`config.mk`:
```
export PLATFORM = sky130hd
export DESIGN_NAME = rsa_result_fifo
export DESIGN_NICKNAME = d
export VERILOG_FILES = /design/src/rtl/rsa_result_fifo.sv
export SDC_FILE = /design/constraint.sdc
export NUM_CORES = 1
export LEC_CHECK = 0
export BUFFER_PORTS_ARGS = -buffer_cell sky130_fd_sc_hd__buf_2
export CAP_MARGIN = 20
export CORE_ASPECT_RATIO = 0.5
export CORE_MARGIN = 2
export CORE_UTILIZATION = 54
export CTS_BUF_LIST = sky130_fd_sc_hd__clkbuf_16
export DETAILED_ROUTE_END_ITERATION = 8
export HOLD_SLACK_MARGIN = 0.08
export MAX_ROUTING_LAYER = met4
export PLACE_DENSITY = 0.82
export SLEW_MARGIN = 30
export SYNTH_ARGS = -nofsm -noshare
export SYNTH_HDL_FRONTEND = slang
export SYNTH_SLANG_ARGS = --single-unit
```
`constraint.sdc`:
```
create_clock -name clk -period 3.3 [get_ports clk]
set_input_delay 0.165 -clock clk [delete_from_list [all_inputs] [get_ports clk]]
set_output_delay 0.165 -clock clk [all_outputs]
set_load 0.01 [all_outputs]
```
`src/rtl/rsa_result_fifo.sv`:
```
// rsa_result_fifo
//
// Result queue between the modular-exponentiation datapath and the readout logic.
// When en and eoc are both high at a rising edge, R_i is pushed. A pop happens when
// rd_valid and rd_ready are both high. When the queue is full, the OVERWRITE parameter
// selects what happens to a push: the new result is dropped, or the oldest entry is
// replaced. Either case sets the sticky overflow flag.
//
// Ports
//   clk      : clock, rising edge
//   rst      : asynchronous active-high reset
//   en       : capture enable (gates pushes only)
//   eoc      : end-of-conversion strobe
//   R_i      : result to capture
//   rd_ready : consumer accepts the head entry
//   clr_ovf  : synchronous clear of overflow (a coincident set wins)
//   C_ex     : head entry, zero when empty
//   rd_valid : queue not empty
//   count    : number of stored entries, 0..DEPTH
//   overflow : sticky drop/overwrite flag
module rsa_result_fifo #(
  parameter int unsigned WIDTH     = 10,
  parameter int unsigned DEPTH     = 4,
  parameter int unsigned OVERWRITE = 0
) (
  input  logic                       clk,
  input  logic                       rst,
  input  logic                       en,
  input  logic                       eoc,
  input  logic [WIDTH-1:0]           R_i,
  input  logic                       rd_ready,
  input  logic                       clr_ovf,
  output logic [WIDTH-1:0]           C_ex,
  output logic                       rd_valid,
  output logic [$clog2(DEPTH+1)-1:0] count,
  output logic                       overflow
);

  localparam int unsigned PtrW = $clog2(DEPTH);
  localparam int unsigned CntW = $clog2(DEPTH + 1);
  localparam logic [CntW-1:0] DepthCnt = CntW'(DEPTH);
  localparam bit OvwEn = (OVERWRITE != 0);

  logic [WIDTH-1:0] mem_q [DEPTH];
  logic [PtrW-1:0]  wr_ptr_q, wr_ptr_d;
  logic [PtrW-1:0]  rd_ptr_q, rd_ptr_d;
  logic [CntW-1:0]  count_q, count_d;
  logic             ovf_q, ovf_d;

  logic push, pop, full, empty;
  logic do_write, rd_inc, ovf_set;

  assign empty = (count_q == '0);
  assign full  = (count_q == DepthCnt);
  assign push  = en & eoc;
  // An empty queue never pops, so a push/pop pair on empty behaves as a plain push.
  assign pop   = ~empty & rd_ready;

  // A full queue still accepts a push when a pop frees a slot at the same edge.
  // In overwrite mode it always accepts, and the read pointer skips the oldest entry.
  assign do_write = push & (~full | pop | OvwEn);
  assign rd_inc   = pop | (push & full & OvwEn);
  assign ovf_set  = push & full & ~pop;

  always_comb begin
    wr_ptr_d = wr_ptr_q;
    rd_ptr_d = rd_ptr_q;
    count_d  = count_q;
    ovf_d    = ovf_q;

    if (do_write) begin
      wr_ptr_d = wr_ptr_q + PtrW'(1);
    end
    if (rd_inc) begin
      rd_ptr_d = rd_ptr_q + PtrW'(1);
    end

    if (do_write && !rd_inc) begin
      count_d = count_q + CntW'(1);
    end else if (rd_inc && !do_write) begin
      count_d = count_q - CntW'(1);
    end

    if (ovf_set) begin
      ovf_d = 1'b1;
    end else if (clr_ovf) begin
      ovf_d = 1'b0;
    end
  end

  always_ff @(posedge clk or posedge rst) begin
    if (rst) begin
      wr_ptr_q <= '0;
      rd_ptr_q <= '0;
      count_q  <= '0;
      ovf_q    <= 1'b0;
    end else begin
      wr_ptr_q <= wr_ptr_d;
      rd_ptr_q <= rd_ptr_d;
      count_q  <= count_d;
      ovf_q    <= ovf_d;
    end
  end

  // Storage carries no reset; C_ex masks it while the queue is empty.
  always_ff @(posedge clk) begin
    if (do_write) begin
      mem_q[wr_ptr_q] <= R_i;
    end
  end

  assign rd_valid = ~empty;
  assign C_ex     = rd_valid ? mem_q[rd_ptr_q] : '0;
  assign count    = count_q;
  assign overflow = ovf_q;

endmodule
```
==> results.cfg <==
[status]
status = complete, no violations

[critical_path]
r2r_setup_slack_ns = 0.90
slowest_delay_ns = 0.59
cpMaxStageDelayCell = or3_1
rr_endpoint = count[2]
worstPathArrival_ns = 2.60
critical_path.top_delay_family = simple AND/OR/NAND/NOR gates
crit_required_ns = 3.50
start_kind = register
path_max_fanout = 13
crit_path_cell_trace = or3_1, nand2_1, ha_1, inv_1, fa_1, xor2_1, nor2_1, xor2_1
reg2reg_from = count[0]
cp-end-kind = register
crit_type = reg2reg
rr_worst_depth = 8
crit_buf_inv = 1
cp_common_cell = xor2_1

[synthesis]
synthCells = 103
ys_seq_elements = 48
yosysWarningCount = 0
synth_top_cell_by_area = edfxtp_1
netlist_area_mm2 = 0.001982
synth-seq-area-share_pct = 70.71
synthTopCellsByArea = edfxtp_1 61%, dfrtp_1 10%, mux4_2 9.1%
synth_nets = 125
ys_types = 20
yosysTopAreaCellShare_pct = 60.61
syn_avg_cell_area_um2 = 19.24

[global_routing]
overflow = 0
antenna_found_initial = 0
use_met1_pct = 22.06
grt_pass1_vias = 1024
met2_usage_pct = 30.88
grt_max_degree = 15
grt_pass1_wl_mm = 5.071
gr-max-usage-layer = met2
grt.total_usage_pct = 18.44
use_met3_pct = 4.921

[min_path]
hold_depth = 2
hold_path_end = overflow
hold_path_startpoint = clr_ovf
hp-class = in2reg

[final_layout]
n_fill_cell = 228
layout_common_cells = 40 x edfxtp_1, 30 x buf_2, 14 x and2_1
antennaDiodeCount = 0
finalNetCount = 160
area_delta_synth_final_pct = 17.17
post-route-util_pct = 66.88
drive_gt1_share_pct = 34.78
final_common_cell = edfxtp_1

[timing]
tns_ns = 0
fmax_mhz = 416.8
holdWs_ns = 0.09075
final_hold_viol_count = 0
rsz0062_at_grt = false
finalCriticalPeriod_ns = 2.400
tightest_slew_ns = 0.6894
relSlewSlack_pct = 54.04
final.setup_skew_ns = 0.005042
slew_violations = 0
finalSetupViolCount = 0
fin_crit_sh_pct = 72.71

[floorplan]
coreArea_mm2 = 0.003472
row_count = 15
start_util_pct = 57.08
die_area_mm2 = 0.004200
die_x_um = 89.68
die_h_um = 46.84
pin_count = 31

[clocking]
clock-root-buffer = clkbuf_16
cts_made_buffers = 5
post-cts-setup-buffers = 0
post_cts_resized = 0
path_clk_slew_ns = 0.06
hold_buffers = 1
clock_sinks = 48
clock_latency_ns = 0.28
tritoncts = built
cts_buffer_depth = 2
cts_max_level = 2

[route]
via_per_inst = 5.249
drt_first_iter_violations = 60
antenna_violating_nets_post_route = 0
wl_per_cell_um = 17.47
drc = 0
drt_pre_antenna_iters = 4
routed_wl_mm = 3.301
vias = 992

[placement]
dp_hpwl_mm = 2.194
gp_congestion = 0.7396
portBuffers = 30

[power_and_ir_drop]
peakVddDrop_mv = 0.3249
powerDensity_mw_per_mm2 = 832.5
power.leakage_nw = 0.8717

[run]
max-cap-violations = 0
==> kinds of logic (layout without fill, tap and decap cells) <==
group / Yosys count / count (layout) / share of synthesized area (%)
compound gates: 1 / 1 / 0.2523
xor+xnor: 6 / 6 / 2.651
fa+ha+maj: 6 / 6 / 4.167
buf+inv: 8 / 43 / 2.020
flops: 48 / 48 / 70.71
mux: 12 / 12 / 12.88
simple gates: 22 / 22 / 7.323
==> worst max-delay path by stage <==
| stage | startpoint | end | depth (start not counted) |
|---|---|---|---|
| after floorplan | count[0] | count[2] | 8 |
| after global placement | count[0] | count[2] | 8 |
| after detailed placement | count[0] | count[2] | 8 |
| after CTS | count[0] | count[2] | 8 |
| after global routing | count[0] | count[2] | 8 |
| final | count[0] | count[2] | 8 |
==> power breakdown <==
| part | total [mW] | switching (mW) | leakage [nW] | internal, mW |
|---|---|---|---|---|
| registers | 0.885 | 0.124 | 0.459 | 0.760 |
| clock network | 0.470 | 0.196 | 0.0673 | 0.275 |
| logic | 0.578 | 0.258 | 0.346 | 0.320 |
==> registers in the layout, summed over array words and instances, names as in the netlist <==
register and flops:
mem_q 40, count 3, rd_ptr_q 2, wr_ptr_q 2, overflow 1
==> final cells by class <==
type | instances | area, µm² | area share (%)
well taps | 51 | 63.81 | 2.748
clock buffers | 5 | 125.1 | 5.388
repair buffers | 31 | 160.2 | 6.897
multi-input cells | 47 | 540.5 | 23.28
flip-flops and latches | 48 | 1401 | 60.34
inverters | 5 | 18.77 | 0.8082
clock inverters | 2 | 12.51 | 0.5388
==> through the flow <==
step	area [µm²]	instances	total power, mW	worst slack, ns
after floorplan	1982	103	1.287	1.240
after global routing	2322	189	2.040	0.7460
final	2322	189	1.933	0.9005
after global placement	2175	181	1.453	0.9920
after detailed placement	2175	181	1.483	0.8859
after CTS	2322	189	1.950	0.8657
==> metal layers <==
metal | vias up | share of wire [%]
met5 | - | 0
met4 | 0 | 1.3
met2 | 36 | 50
li1 | 454 | -
met3 | 5 | 6.3
met1 | 497 | 42
==> synthesized netlist by cell type <==
master	n
nand2_1	2
mux4_1	2
mux4_2	8
dfrtp_1	8
mux2_2	2
fa_1	1
xor2_1	2
edfxtp_1	40
nand3_1	2
xnor2_1	4
nor2_2	1
buf_2	2
o21ai_0	1
nor4b_4	1
ha_1	5
buf_6	1
or3_1	1
and2_1	14
inv_1	5
nor2_1	1
Note: power is estimated with default switching activity, not from simulation.
